### src/rtl/hdc_ctrl_regs_pkg.sv
// Shared definitions for the HDC encoder control/status register file:
// register offsets, CTRL/STATUS bit positions, reset values and the AXI-Lite bus FSM states.
package hdc_pkg;

    localparam logic [7:0] HDC_REG_CTRL    = 8'h00;
    localparam logic [7:0] HDC_REG_STATUS  = 8'h04;
    localparam logic [7:0] HDC_REG_NGRAM   = 8'h08;
    localparam logic [7:0] HDC_REG_DIMBLK  = 8'h0C;
    localparam logic [7:0] HDC_REG_SCRATCH = 8'h10;
    localparam logic [7:0] HDC_REG_ITEMNUM = 8'h14;
    localparam logic [7:0] HDC_REG_CYCLES  = 8'h18;
    localparam logic [7:0] HDC_REG_BLOCKS  = 8'h1C;

    localparam int HDC_CTRL_MATW = 0;
    localparam int HDC_CTRL_RUN  = 1;
    localparam int HDC_CTRL_LAST = 2;

    localparam int HDC_STAT_MATW = 0;
    localparam int HDC_STAT_RUN  = 1;
    localparam int HDC_STAT_BUSY = 2;
    localparam int HDC_STAT_DONE = 3;

    localparam int HDC_NGRAM_RST   = 2;
    localparam int HDC_DIMBLK_RST  = 7;
    localparam int HDC_ITEMNUM_RST = 99;

    localparam logic [1:0] AXI_RESP_OKAY   = 2'b00;
    localparam logic [1:0] AXI_RESP_SLVERR = 2'b10;

    typedef enum logic [2:0] {IDLE, AW, W, AWW, AR1, AR2} axil_state_t;

    // Byte k of the result comes from new_val when strb[k] is set, otherwise from old_val.
    function automatic logic [31:0] strb_merge(input logic [31:0] old_val,
                                               input logic [31:0] new_val,
                                               input logic [3:0]  strb);
        logic [31:0] r;
        r = old_val;
        for (int k = 0; k < 4; k++) begin
            if (strb[k]) r[8*k +: 8] = new_val[8*k +: 8];
        end
        return r;
    endfunction

endpackage

### src/rtl/hdc_ctrl_regs_if.sv
// AXI4-Lite bus bundle for the HDC control register file; master drives requests, slave responds.
interface hdc_ctrl_regs_if #(parameter int ADDR_W = 12);

    logic [ADDR_W-1:0] awaddr;
    logic              awvalid;
    logic              awready;
    logic [31:0]       wdata;
    logic [3:0]        wstrb;
    logic              wvalid;
    logic              wready;
    logic [1:0]        bresp;
    logic              bvalid;
    logic              bready;
    logic [ADDR_W-1:0] araddr;
    logic              arvalid;
    logic              arready;
    logic [31:0]       rdata;
    logic [1:0]        rresp;
    logic              rvalid;
    logic              rready;

    modport master (
        output awaddr, awvalid, wdata, wstrb, wvalid, bready, araddr, arvalid, rready,
        input  awready, wready, bresp, bvalid, arready, rdata, rresp, rvalid
    );

    modport slave (
        input  awaddr, awvalid, wdata, wstrb, wvalid, bready, araddr, arvalid, rready,
        output awready, wready, bresp, bvalid, arready, rdata, rresp, rvalid
    );

endinterface

### src/rtl/hdc_ctrl_regs_axil_slave_fsm.sv
// AXI4-Lite handshake FSM with address/data capture; emits a one-shot register write
// strobe on entry to AWW and a read strobe in AR1.
module axil_slave_fsm
    import hdc_pkg::*;
#(
    parameter int ADDR_W = 12
) (
    input  logic              clk,
    input  logic              rst,
    input  logic [ADDR_W-1:0] awaddr,
    input  logic              awvalid,
    output logic              awready,
    input  logic [31:0]       wdata,
    input  logic [3:0]        wstrb,
    input  logic              wvalid,
    output logic              wready,
    output logic              bvalid,
    input  logic              bready,
    input  logic [ADDR_W-1:0] araddr,
    input  logic              arvalid,
    output logic              arready,
    output logic              rvalid,
    input  logic              rready,
    output logic              wr_en,
    output logic [ADDR_W-1:0] wr_addr,
    output logic [31:0]       wr_data,
    output logic [3:0]        wr_strb,
    output logic              rd_en,
    output logic [ADDR_W-1:0] rd_addr
);

    axil_state_t state, next_state;
    logic        wr_pend;

    always_ff @(posedge clk or posedge rst) begin
        if (rst) state <= IDLE;
        else     state <= next_state;
    end

    always_comb begin
        next_state = state;
        case (state)
            IDLE: begin
                if (awvalid && wvalid) next_state = AWW;
                else if (awvalid)      next_state = AW;
                else if (wvalid)       next_state = W;
                else if (arvalid)      next_state = AR1;
            end
            AW:      if (wvalid)  next_state = AWW;
            W:       if (awvalid) next_state = AWW;
            AWW:     if (bready)  next_state = IDLE;
            AR1:                  next_state = AR2;
            AR2:     if (rready)  next_state = IDLE;
            default:              next_state = IDLE;
        endcase
    end

    always_comb begin
        awready = (state == IDLE) || (state == W);
        wready  = (state == IDLE) || (state == AW);
        arready = (state == IDLE);
        bvalid  = (state == AWW);
        rvalid  = (state == AR2);
        wr_en   = wr_pend && (state == AWW);
        rd_en   = (state == AR1);
    end

    // A read is only accepted from IDLE when no write channel is competing for the bus.
    always_ff @(posedge clk or posedge rst) begin
        if (rst) begin
            wr_pend <= 1'b0;
            wr_addr <= '0;
            wr_data <= '0;
            wr_strb <= '0;
            rd_addr <= '0;
        end else begin
            wr_pend <= (state != AWW) && (next_state == AWW);
            if (awready && awvalid) wr_addr <= awaddr;
            if (wready && wvalid) begin
                wr_data <= wdata;
                wr_strb <= wstrb;
            end
            if ((state == IDLE) && arvalid && !awvalid && !wvalid) rd_addr <= araddr;
        end
    end

endmodule

### src/rtl/hdc_ctrl_regs.sv
// HDC encoder control/status register file on AXI4-Lite, with item-memory address counter.
// Define HDC_PERF_CNT_EN to build the CYCLES/BLOCKS performance counters.
module hdc_ctrl_regs
    import hdc_pkg::*;
#(
    parameter int ADDR_W  = 12,
    parameter int NGRAM_W = 20,
    parameter int ITEM_W  = 16
) (
    input  logic               clk,
    input  logic               rst,
    hdc_ctrl_regs_if.slave     bus,
    input  logic               item_wr,
    input  logic               blk_done,
    output logic               matw,
    output logic               run,
    output logic               last,
    output logic [NGRAM_W-1:0] ngram_n,
    output logic [NGRAM_W-1:0] dim_blocks,
    output logic [ITEM_W-1:0]  item_num,
    output logic [ITEM_W-1:0]  item_addr
);

    localparam logic [2:0] IDX_CTRL    = HDC_REG_CTRL[4:2];
    localparam logic [2:0] IDX_STATUS  = HDC_REG_STATUS[4:2];
    localparam logic [2:0] IDX_NGRAM   = HDC_REG_NGRAM[4:2];
    localparam logic [2:0] IDX_DIMBLK  = HDC_REG_DIMBLK[4:2];
    localparam logic [2:0] IDX_SCRATCH = HDC_REG_SCRATCH[4:2];
    localparam logic [2:0] IDX_ITEMNUM = HDC_REG_ITEMNUM[4:2];
    localparam logic [2:0] IDX_CYCLES  = HDC_REG_CYCLES[4:2];
    localparam logic [2:0] IDX_BLOCKS  = HDC_REG_BLOCKS[4:2];

    logic              wr_en, rd_en;
    logic [ADDR_W-1:0] wr_addr, rd_addr;
    logic [31:0]       wr_data;
    logic [3:0]        wr_strb;

    axil_slave_fsm #(.ADDR_W(ADDR_W)) u_fsm (
        .clk     (clk),
        .rst     (rst),
        .awaddr  (bus.awaddr),
        .awvalid (bus.awvalid),
        .awready (bus.awready),
        .wdata   (bus.wdata),
        .wstrb   (bus.wstrb),
        .wvalid  (bus.wvalid),
        .wready  (bus.wready),
        .bvalid  (bus.bvalid),
        .bready  (bus.bready),
        .araddr  (bus.araddr),
        .arvalid (bus.arvalid),
        .arready (bus.arready),
        .rvalid  (bus.rvalid),
        .rready  (bus.rready),
        .wr_en   (wr_en),
        .wr_addr (wr_addr),
        .wr_data (wr_data),
        .wr_strb (wr_strb),
        .rd_en   (rd_en),
        .rd_addr (rd_addr)
    );

    logic        done;
    logic [31:0] scratch;
    logic [31:0] cycles_val, blocks_val;
    logic [31:0] ctrl_word, status_word;
    logic [31:0] wr_old, wr_merged, rd_val;
    logic        wr_mapped, rd_mapped;
    logic [2:0]  wr_idx, rd_idx;
    logic        ctrl_wr, ngram_wr, dimblk_wr, scratch_wr, itemnum_wr;
    logic        start_run, auto_clr;
    logic        unused_addr_bits;

    assign unused_addr_bits = ^{wr_addr[1:0], rd_addr[1:0]};

    assign wr_mapped = (wr_addr[ADDR_W-1:5] == '0);
    assign wr_idx    = wr_addr[4:2];
    assign rd_mapped = (rd_addr[ADDR_W-1:5] == '0);
    assign rd_idx    = rd_addr[4:2];

    assign ctrl_word   = {29'd0, last, run, matw};
    assign status_word = {28'd0, done, run & ~done, run, matw};

    // Byte strobes merge into the current register value before truncation to field width.
    always_comb begin
        wr_old = '0;
        case (wr_idx)
            IDX_CTRL:    wr_old = ctrl_word;
            IDX_NGRAM:   wr_old = 32'(ngram_n);
            IDX_DIMBLK:  wr_old = 32'(dim_blocks);
            IDX_SCRATCH: wr_old = scratch;
            IDX_ITEMNUM: wr_old = 32'(item_num);
            default:     wr_old = '0;
        endcase
    end

    assign wr_merged  = strb_merge(wr_old, wr_data, wr_strb);
    assign ctrl_wr    = wr_en && wr_mapped && (wr_idx == IDX_CTRL);
    assign ngram_wr   = wr_en && wr_mapped && (wr_idx == IDX_NGRAM);
    assign dimblk_wr  = wr_en && wr_mapped && (wr_idx == IDX_DIMBLK);
    assign scratch_wr = wr_en && wr_mapped && (wr_idx == IDX_SCRATCH);
    assign itemnum_wr = wr_en && wr_mapped && (wr_idx == IDX_ITEMNUM);
    assign start_run  = ctrl_wr && wr_merged[HDC_CTRL_RUN];
    assign auto_clr   = matw && item_wr && (item_addr == item_num);

    assign bus.bresp = wr_mapped ? AXI_RESP_OKAY : AXI_RESP_SLVERR;

    // A software CTRL write overrides the automatic matw clear in the same cycle.
    always_ff @(posedge clk or posedge rst) begin
        if (rst) begin
            matw <= 1'b0;
            run  <= 1'b0;
            last <= 1'b0;
        end else if (ctrl_wr) begin
            matw <= wr_merged[HDC_CTRL_MATW];
            run  <= wr_merged[HDC_CTRL_RUN];
            last <= wr_merged[HDC_CTRL_LAST];
        end else if (auto_clr) begin
            matw <= 1'b0;
        end
    end

    always_ff @(posedge clk or posedge rst) begin
        if (rst) begin
            ngram_n    <= NGRAM_W'(HDC_NGRAM_RST);
            dim_blocks <= NGRAM_W'(HDC_DIMBLK_RST);
            item_num   <= ITEM_W'(HDC_ITEMNUM_RST);
            scratch    <= '0;
        end else begin
            if (ngram_wr)   ngram_n    <= wr_merged[NGRAM_W-1:0];
            if (dimblk_wr)  dim_blocks <= wr_merged[NGRAM_W-1:0];
            if (itemnum_wr) item_num   <= wr_merged[ITEM_W-1:0];
            if (scratch_wr) scratch    <= wr_merged;
        end
    end

    always_ff @(posedge clk or posedge rst) begin
        if (rst)          item_addr <= '0;
        else if (!matw)   item_addr <= '0;
        else if (item_wr) item_addr <= auto_clr ? '0 : item_addr + 1'b1;
    end

    always_ff @(posedge clk or posedge rst) begin
        if (rst)                   done <= 1'b0;
        else if (start_run)        done <= 1'b0;
        else if (blk_done && last) done <= 1'b1;
    end

`ifdef HDC_PERF_CNT_EN
    logic [31:0] cycles_q, blocks_q;

    // CYCLES saturates so long runs never appear shorter; BLOCKS simply wraps.
    always_ff @(posedge clk or posedge rst) begin
        if (rst) begin
            cycles_q <= '0;
            blocks_q <= '0;
        end else if (start_run) begin
            cycles_q <= '0;
            blocks_q <= '0;
        end else begin
            if (run && (cycles_q != 32'hFFFF_FFFF)) cycles_q <= cycles_q + 32'd1;
            if (blk_done) blocks_q <= blocks_q + 32'd1;
        end
    end

    assign cycles_val = cycles_q;
    assign blocks_val = blocks_q;
`else
    assign cycles_val = '0;
    assign blocks_val = '0;
`endif

    always_comb begin
        rd_val = '0;
        case (rd_idx)
            IDX_CTRL:    rd_val = ctrl_word;
            IDX_STATUS:  rd_val = status_word;
            IDX_NGRAM:   rd_val = 32'(ngram_n);
            IDX_DIMBLK:  rd_val = 32'(dim_blocks);
            IDX_SCRATCH: rd_val = scratch;
            IDX_ITEMNUM: rd_val = 32'(item_num);
            IDX_CYCLES:  rd_val = cycles_val;
            IDX_BLOCKS:  rd_val = blocks_val;
            default:     rd_val = '0;
        endcase
    end

    // Read data is captured once in AR1 and held until the master takes it.
    always_ff @(posedge clk or posedge rst) begin
        if (rst) begin
            bus.rdata <= '0;
            bus.rresp <= AXI_RESP_OKAY;
        end else if (rd_en) begin
            bus.rdata <= rd_mapped ? rd_val : 32'd0;
            bus.rresp <= rd_mapped ? AXI_RESP_OKAY : AXI_RESP_SLVERR;
        end
    end

endmodule

### src/flat_wrapper.sv
// flat-port wrapper written by rule: the top's interface ports become plain ports
module hdc_ctrl_regs_flat import hdc_pkg::*;
#(
    parameter int ADDR_W  = 12,
    parameter int NGRAM_W = 20,
    parameter int ITEM_W  = 16
)
  (clk, rst, item_wr, blk_done, matw, run, last, ngram_n, dim_blocks, item_num, item_addr, bus_awaddr, bus_awvalid, bus_wdata, bus_wstrb, bus_wvalid, bus_bready, bus_araddr, bus_arvalid, bus_rready, bus_awready, bus_wready, bus_bresp, bus_bvalid, bus_arready, bus_rdata, bus_rresp, bus_rvalid);
  hdc_ctrl_regs_if #(.ADDR_W(ADDR_W)) bus_i ();
  input  logic clk;
  input  logic rst;
  input  logic item_wr;
  input  logic blk_done;
  output logic matw;
  output logic run;
  output logic last;
  output logic [NGRAM_W-1:0] ngram_n;
  output logic [NGRAM_W-1:0] dim_blocks;
  output logic [ITEM_W-1:0] item_num;
  output logic [ITEM_W-1:0] item_addr;
  input wire logic [$bits(bus_i.awaddr)-1:0] bus_awaddr;
  input wire logic [$bits(bus_i.awvalid)-1:0] bus_awvalid;
  input wire logic [$bits(bus_i.wdata)-1:0] bus_wdata;
  input wire logic [$bits(bus_i.wstrb)-1:0] bus_wstrb;
  input wire logic [$bits(bus_i.wvalid)-1:0] bus_wvalid;
  input wire logic [$bits(bus_i.bready)-1:0] bus_bready;
  input wire logic [$bits(bus_i.araddr)-1:0] bus_araddr;
  input wire logic [$bits(bus_i.arvalid)-1:0] bus_arvalid;
  input wire logic [$bits(bus_i.rready)-1:0] bus_rready;
  output wire logic [$bits(bus_i.awready)-1:0] bus_awready;
  output wire logic [$bits(bus_i.wready)-1:0] bus_wready;
  output wire logic [$bits(bus_i.bresp)-1:0] bus_bresp;
  output wire logic [$bits(bus_i.bvalid)-1:0] bus_bvalid;
  output wire logic [$bits(bus_i.arready)-1:0] bus_arready;
  output wire logic [$bits(bus_i.rdata)-1:0] bus_rdata;
  output wire logic [$bits(bus_i.rresp)-1:0] bus_rresp;
  output wire logic [$bits(bus_i.rvalid)-1:0] bus_rvalid;
  assign bus_i.awaddr = bus_awaddr;
  assign bus_i.awvalid = bus_awvalid;
  assign bus_i.wdata = bus_wdata;
  assign bus_i.wstrb = bus_wstrb;
  assign bus_i.wvalid = bus_wvalid;
  assign bus_i.bready = bus_bready;
  assign bus_i.araddr = bus_araddr;
  assign bus_i.arvalid = bus_arvalid;
  assign bus_i.rready = bus_rready;
  assign bus_awready = bus_i.awready;
  assign bus_wready = bus_i.wready;
  assign bus_bresp = bus_i.bresp;
  assign bus_bvalid = bus_i.bvalid;
  assign bus_arready = bus_i.arready;
  assign bus_rdata = bus_i.rdata;
  assign bus_rresp = bus_i.rresp;
  assign bus_rvalid = bus_i.rvalid;
  hdc_ctrl_regs #(.ADDR_W(ADDR_W), .NGRAM_W(NGRAM_W), .ITEM_W(ITEM_W)) u_core (.clk(clk), .rst(rst), .bus(bus_i), .item_wr(item_wr), .blk_done(blk_done), .matw(matw), .run(run), .last(last), .ngram_n(ngram_n), .dim_blocks(dim_blocks), .item_num(item_num), .item_addr(item_addr));
endmodule
### config.mk
export PLATFORM = sky130hd
export DESIGN_NAME = hdc_ctrl_regs_flat
export DESIGN_NICKNAME = d
export VERILOG_FILES = /design/src/rtl/hdc_ctrl_regs_pkg.sv /design/src/rtl/hdc_ctrl_regs_if.sv /design/src/rtl/hdc_ctrl_regs_axil_slave_fsm.sv /design/src/rtl/hdc_ctrl_regs.sv /design/src/flat_wrapper.sv
export SDC_FILE = /design/constraint.sdc
export NUM_CORES = 1
export LEC_CHECK = 0
export CORE_ASPECT_RATIO = 1.4
export CORE_MARGIN = 2
export CORE_UTILIZATION = 53
export DETAILED_ROUTE_END_ITERATION = 10
export PLACE_DENSITY = 0.89
export SLEW_MARGIN = 30
export SYNTH_ARGS = -nofsm -noshare
export SYNTH_HDL_FRONTEND = slang
export SYNTH_HIERARCHICAL = 1
export SYNTH_SLANG_ARGS = --single-unit
export TNS_END_PERCENT = 100
### constraint.sdc
create_clock -name clk -period 5.7 [get_ports clk]
set_clock_uncertainty 0.05 [all_clocks]
set_input_delay 0.855 -clock clk [delete_from_list [all_inputs] [get_ports clk]]
set_output_delay 0.855 -clock clk [all_outputs]
set_load 0.05 [all_outputs]
Word-level counts from Yosys, hierarchy flattened
Index checks and enable logic that the tools add are counted.

$add $sub $neg: 1. Equal/unequal tests: 22. Multiplexer cells: 25. Bitwise gates (word level): 2. Reduce and logical (&&, ||, !) cells: 32.

Operator list (count): one-hot mux 32 bit (7 select lines) (1); one-hot mux 32 bit (5 select lines) (1); two-way mux 16 bit (3); two-way mux 32 bit (1); two-way mux 8 bit (4); == test 3 bit (second input constant) (8); two-way mux 3 bit (8); == test 3 x 2 -> 1 bit (second input constant) (7); logical AND 1 bit (18); one-hot mux 3 bit (6 select lines) (1); adder 16 x 1 -> 16 bit (second input constant) (1); == test 16 bit (1); zero test 7 bit (2); zero test 3 bit (3); == test 3 x 1 -> 1 bit (second input constant) (2); inequality test 2 bit (second input constant) (3); two-way mux 1 bit (4); two-way mux 2 bit (2); AND reduction 2 bit (2); nonzero test 2 bit (2); inequality test 3 x 2 -> 1 bit (second input constant) (1); zero test 1 bit (2); logical OR 1 bit (2); OR reduction 2 bit (1); other kinds (2) (2).

Bits in registers: 206.

Depth between registers and ports, before layout
Word-level depth: 7. Gate-level depth with buffers: 9. Mapped depth without buffers: 7.

Cells and area by module
The synthesis kept the hierarchy.

Modules (own cells, without submodules): hdc_ctrl_regs (instances 1, cells an instance 698, area each 7161.9 um2, seq. area each 3538.4 um2); axil_slave_fsm (instances 1, cells an instance 154, area each 2681.3 um2, seq. area each 1601.5 um2).

Least setup slack after synthesis
Ideal clock, no wire load.

Kind: register to register. From: register u_core.u_fsm.state[1]. To: register u_core.last. Setup time: 125 ps. Data arrival time: 2391 ps. Path slack: 3135 ps. Stages on the path, launching flop included: 9. Clock period less this slack: 2565 ps. Path through: dfrtp_1 > buf_6 > nand2_1 > nor2_1 > and2_1 > nand3_2 > or4_1 > clkinv_2 > mux2_2.

Word-level cells in the longest chain between the ends: 4.

Ends and longest elaborated chain: start, declared (RTL line hdc_ctrl_regs_axil_slave_fsm.sv:32) `axil_state_t state, next_state;`; start signal, assigned (RTL line hdc_ctrl_regs_axil_slave_fsm.sv:37) `else state <= next_state;`; == test 3 x 2 -> 1 bit; net bus_bvalid (RTL line flat_wrapper.sv:33) `output wire logic [$bits(bus_i.bvalid)-1:0] bus_bvalid;`; logical AND 1 bit (RTL line hdc_ctrl_regs_axil_slave_fsm.sv:64) `wr_en = wr_pend && (state == AWW);`; net u_core.wr_en (RTL line hdc_ctrl_regs.sv:33) `logic wr_en, rd_en;`; logical AND 1 bit (2 in a row) (RTL line hdc_ctrl_regs.sv:98) `assign ctrl_wr = wr_en && wr_mapped && (wr_idx == IDX_CTRL);`; end signal, assigned (RTL line hdc_ctrl_regs.sv:117) `last <= wr_merged[HDC_CTRL_LAST];`; end, declared (RTL line hdc_ctrl_regs.sv:17) `output logic last,`.

The timed path passes the listed nets, and every way through them passes these cells. A chain may end at the register's enable or synchronous reset.

Worst setup path after layout
From: register u_core.u_fsm.state[1]. To: output bus_bvalid.

Word-level cells in the longest chain between the ends: 1.

Ends and longest elaborated chain: == test 3 x 2 -> 1 bit (RTL line hdc_ctrl_regs_axil_slave_fsm.sv:62) `bvalid = (state == AWW);`; end, declared (RTL line flat_wrapper.sv:33).

Every way passes these cells.

==> key figures <==
Status
  • Status: finished clean

STA
  • Setup-failing EPs final: 0
  • Fin crit share: 0.546
  • Final min period: 3110 ps
  • Worst hold margin: 432 ps
  • Final hold vios: 0
  • Setup TNS: 0 ps
  • Worst-Margin Slew: 920 ps
  • Slew margin rel.: 0.384
  • F_max: 0.321 GHz
  • RSZ-0062 raised after global routing: false
  • Max Slew Vio Count: 0

Hold path
  • WHS Path Cells: 2
  • Hold Crit Start: u_core/scratch[31]
  • Min-Delay Path Class: reg -> reg
  • Endpoint, Worst Hold: u_core/bus.rdata[31]

Placement
  • PortBufs: 178
  • Routability cong.: 0.947
  • Placed Area: 11,500 um2
  • Detailed placer's ending HPWL: 18,400 um

Critical path
  • RR Startpoint: u_core/u_fsm/state[2]
  • Crit path max fanout: 9
  • R2r endpoint: u_core/bus.rdata[21]
  • Arrival @ worst endpoint: 2210 ps
  • Critical Path RT: 4800 ps
  • R2r setup slk: 2680 ps
  • Worst path bufs/invs: 1
  • Max stage delay cell, worst path: clkdlybuf4s50_1
  • Crit path max-delay family: buffers and inverters
  • WS Path Type: reg -> out
  • Startpoint Class: register
  • Crit-path cells: nand2_1 > nor2_1 > clkdlybuf4s50_1
  • Reg2Reg Depth: 7
  • Slowest Stage Delay on Critical Path: 830 ps
  • CP endpoint kind: output pin

Route
  • DRT Pass-1 Iters: 5
  • Detailed Route WL: 27,000 um
  • Final ANT Viol Nets: 0
  • # DRC: 0
  • Initial DRC Count: 743
  • Avg WL per Cell: 21.6 um
  • Via count: 7,519
  • Vias per cell: 6.02

Clock tree
  • Post-CTS Setup Inserts: 0
  • TritonCTS clock tree: done
  • # hold bufs at CTS: 0
  • Clock sink count: 201
  • Clk_lat worst skew: 490 ps
  • Clock buffer depth: 3
  • # resized after CTS: 0
  • Max H-tree Level: 1
  • Clock slew at reported path FFs: 60 ps
  • CTS buffer count: 20
  • CTS root buf: clkbuf_16

Run
  • Max-cap violations: 0

Pwr
  • Clk network pwr share: 0.287
  • PwrDens: 382 nW/um2
  • Switching share of total power: 0.343
  • LEAKAGE: 5.23 nW
  • Overall Power: 4.65 mW
  • Comb pwr share: 0.287
  • Flop pwr share: 0.426
  • Psw: 1.59 mW
  • Int Power: 3.05 mW
  • VDD IR-drop max: 0.000340 V

Die
  • Core area: 17,900 um2
  • Rows: 58
  • I/O Pins: 185
  • Die W: 118 um
  • Starting Density: 0.541
  • Die Y: 164 um
  • Die footprint: 19,400 um2

Logic synthesis
  • Mean post-synth cell area: 11.5 um2
  • YS warnings: 6
  • Syn Inst Count: 844
  • Syn Std Cell Area: 9700 um2

Global route
  • Largest net degree at the start of global routing: 102
  • Congestion Overflow GR: 0
  • GR Util met1: 0.322
  • First-pass GRT wire length: 42,100 um
  • Met2 usage: 0.485
  • Gr usage total: 0.275
  • Grt met3 use: 0.0438
  • Initial antenna violation count: 0
  • Number of global-route vias before repair: 7,762
  • GR peak layer: met2

Final layout
  • Final nets: 1,069
  • Final Cell Area: 12,200 um2
  • Fraction of layout cells with a size suffix above 1: 0.192
  • Area grow syn2layout: 25.5%
  • Fill cells: 1,264
  • Ant diodes: 0
  • Area of the multi-input gates: 4160 um2
  • Seq. cell area: 5040 um2
-- power by group through the flow --
stage	Sequential, mW	Combinational (mW)	Clock, mW
after floorplan	1.88	1.08	0
after global placement	1.98	1.28	0
after detailed placement	1.99	1.31	0
after CTS	1.97	1.32	1.34
after global routing	2.01	1.42	1.40
final	1.98	1.33	1.33
-- cell usage in the layout (no fill, tap or decap), types with 4 or more instances in the layout --
| cell type | count |
|---|---|
| a21oi_1 | 23 |
| a221o_1 | 5 |
| a221oi_1 | 11 |
| a22o_1 | 15 |
| a22oi_1 | 16 |
| a22oi_2 | 6 |
| a31oi_1 | 4 |
| and2_1 | 7 |
| buf_4 | 7 |
| clkbuf_16 | 21 |
| clkbuf_8 | 6 |
| clkdlybuf4s50_1 | 178 |
| dfrtp_1 | 191 |
| dfstp_2 | 8 |
| inv_1 | 40 |
| mux2_2 | 83 |
| mux2_4 | 30 |
| mux2i_1 | 33 |
| nand2_1 | 84 |
| nand2b_1 | 7 |
| nand3_1 | 11 |
| nand4_1 | 11 |
| nor2_1 | 27 |
| nor4_1 | 5 |
| o21ai_0 | 54 |
| o21ai_1 | 23 |
| o22ai_1 | 17 |
| or2_2 | 5 |
| xor2_1 | 21 |
-- worst max-delay path by stage --
stage	slack (ps)	cells after the start	startpoint	end
5_1_grt	2410	7	u_core/u_fsm/state[2]	u_core/bus.rdata[21]
6_report	2590	3	u_core/u_fsm/state[1]	bus_bvalid
4_1_cts	2580	3	u_core/u_fsm/state[1]	bus_bvalid
3_3_place_gp	2780	4	u_core/u_fsm/wr_addr[2]	u_core/ngram_n[16]
2_1_floorplan	1030	1	rst	u_core/bus.rdata[0]
3_5_place_dp	2700	4	u_core/u_fsm/wr_addr[2]	u_core/ngram_n[19]
-- layer usage --
layer	routed length, um	part of all wire
met2	13700	0.51
met1	9860	0.37
met3	2020	0.075
met4	1390	0.051
met5	0	0
-- metrics by stage --
stage	setup WS, ps	utilization	instances
2_1_floorplan	1030	-	845
3_3_place_gp	2780	0.642	1217
6_report	2590	0.679	1250
3_5_place_dp	2700	0.642	1217
5_1_grt	2410	0.679	1250
4_1_cts	2580	0.679	1250
-- flip-flops by register name, indices dropped and copies added (netlist names) --
| signal | flops |
|---|---|
| u_core/item_num | 16 |
| u_core/item_addr | 16 |
| u_core/matw | 1 |
| u_core/ngram_n | 20 |
| u_core/u_fsm/wr_pend | 1 |
| u_core/last | 1 |
| u_core/bus.rresp | 1 |
| u_core/u_fsm/wr_strb | 4 |
| u_core/dim_blocks | 20 |
| u_core/u_fsm/wr_data | 32 |
| u_core/done | 1 |
| u_core/scratch | 32 |
| u_core/bus.rdata | 32 |
| u_core/run | 1 |
| u_core/u_fsm/wr_addr | 10 |
| u_core/u_fsm/state | 3 |
| u_core/u_fsm/rd_addr | 10 |
-- layout make-up --
type | count | area share
clock buffer | 30 | 0.0509
inverter | 43 | 0.0140
timing repair buffer | 185 | 0.151
clock inverter | 3 | 0.00360
sequential | 201 | 0.414
tap | 240 | 0.0247
multi-input combinational | 548 | 0.342
-- tightest hold or removal path: stages, from the launching register on --
cell and delay [ps]:
dfrtp_1 340, nand2_1 50, o21ai_0 60
Note: power is estimated with default switching activity, not from simulation.
==> edit: new RTL, config.mk and constraints unchanged <==
The 6 states of `axil_state_t` get a one-hot encoding in 6 bits.
--- a/src/rtl/hdc_ctrl_regs_pkg.sv
+++ b/src/rtl/hdc_ctrl_regs_pkg.sv
@@ -29,3 +29,3 @@
 
-    typedef enum logic [2:0] {IDLE, AW, W, AWW, AR1, AR2} axil_state_t;
+    typedef enum logic [5:0] {IDLE = 6'b000001, AW = 6'b000010, W = 6'b000100, AWW = 6'b001000, AR1 = 6'b010000, AR2 = 6'b100000} axil_state_t;
 
Function: no difference found for any inputs over 4 cycles, from zero or initial values and one cycle with rst high; so few cycles prove little.
==> edit against the unedited design <==
  * Sequential share of layout area down 0.17 points
  * Final area up 1.9%
  * Count of clock-buffer cells in the layout up 1
  * Sequential cell count up 3
  * Power up 2.3%
  * Hold slack better by 0.00076 ns
  * Routed wire length up 1.4%
  * Synthesized area up 1.8%
  * Maximum frequency down 12%
  * Worst setup slack worse by 0.43 ns
  * Combinational power up 6%
  * First-iteration DRC count down 17%
==> edit: results (changes against the unedited design) <==
Parameter                              Value

Run status
  Result of the run    finished clean

Worst setup path
  Register-to-register setup slack    2.30 ns (-0.38 ns)
  Critical R2R Launch    u_core/u_fsm/state[2]
  Biggest fanout along the worst timing path    11 (+2)
  Worst setup path start    u_core/u_fsm/state[4]
  Arr. time, crit path    2.64 ns (+0.43 ns)

Cells and area
  Multi-input combinational gate total    580 (+5.8%)
  Nonclk inv count    46 (+7.0%)
  Layout cells sized above 1    18.67% (-0.54 points)
  Number of non-clock buffers    184 (-0.54%)
  Count of nets after finishing    1106 (+3.5%)
  Number of inserted diodes    0 (unchanged)
  Area occupied by registers    0.005119 mm2 (+1.5%)
  Number of filler cells placed in the layout    1371 (+8.5%)
  Clock network contribution to total cell area    5.566% (+0.12 points)
  Number of sequential cells    204 (+1.5%)
  Share of final layout cell area taken by non-clock buffers    14.72% (-0.35 points)
  Number of clock-tree buffers in the layout    31 (+3.3%)
  Multi-input logic portion of the cell area    34.54% (+0.35 points)

Clocking
  Clock buffer count from CTS    20 (unchanged)
  Clock latency on the worst-skew pair    0.49 ns (about the same)
  CTS H-Tree Depth    1 (unchanged)
  Total of cells resized after clock tree synthesis    0 (unchanged)
  Largest buffer count on any clock path    3 (unchanged)

STA
  Min Hold Slack    0.4332 ns (+0.0007580 ns)
  Transition time of the tightest slew-check pin    0.8812 ns (-0.03866 ns)

Pwr
  Worst IR Drop VDD    323.1 uV (-5.0%)
  Leakage dissipation    5.327 nW (+1.9%)

Global route
  GR Util met2    48.93% (+0.43 points)
  Number of global-route vias before repair    8005 (+3.1%)
  Antenna violations before repair    0 (unchanged)
  Met3 track demand over resource    6.113% (+1.7 points)
  Global-route wire length before repair    42770 um (+1.6%)
  Total Routing Usage GR    27.73% (+0.27 points)
  Met1 track demand over resource in global routing    31.48% (-0.76 points)
  Pin count of the biggest net entering global routing    106 (+3.9%)

Detailed routing
  Routed len/inst    21.15 um (-2.1%)
  Overall via count from detail_route    7898 (+5.0%)
  Met3 wirelength from detailed routing    2352 um (+17%)
  Sum of routed wire segments on met1    9823 um (-0.33%)
  DRT iter0 DRCs    620 (-17%)
  WL met2    13860 um (+0.84%)

Place
  Placer's final routability congestion estimate    0.9329 (-1.5%)
  I/O Buffers    178 (unchanged)
  HPWL reported at the end of detailed placement    18820 um (+2.1%)

Min path
  Startpoint of the worst hold path    u_core/bus.rresp[1]
-- edit: through the flow --
step                      std cells  util [%]  total power, mW  setup WS, ns  cell area, um2
after global routing           1294     67.23            4.961         1.896           12410
after global placement         1258     63.47            3.314         2.473           11710
final                          1294     67.23            4.752         2.152           12410
after detailed placement       1258     63.47            3.370         2.358           11710
after CTS                      1294     67.21            4.754         2.150           12400
after floorplan                 885         -            3.021         1.027            9877
-- edit: report_power, final --
group | leakage (nW) | switching (mW) | internal (mW)
combinational | 2.30 | 0.796 | 0.613
sequential | 2.69 | 0.283 | 1.68
clock | 0.337 | 0.547 | 0.831
-- edit: final timing paths --
path,cells after the start,to
min reg2reg,1,u_core/bus.rresp[1]
max reg2reg,7,u_core/bus.rdata[26]
min in group asynchronous,2,u_core/u_fsm/wr_data[22]
max in group asynchronous,3,u_core/ngram_n[16]
max,3,bus_wready
min,1,u_core/bus.rresp[1]
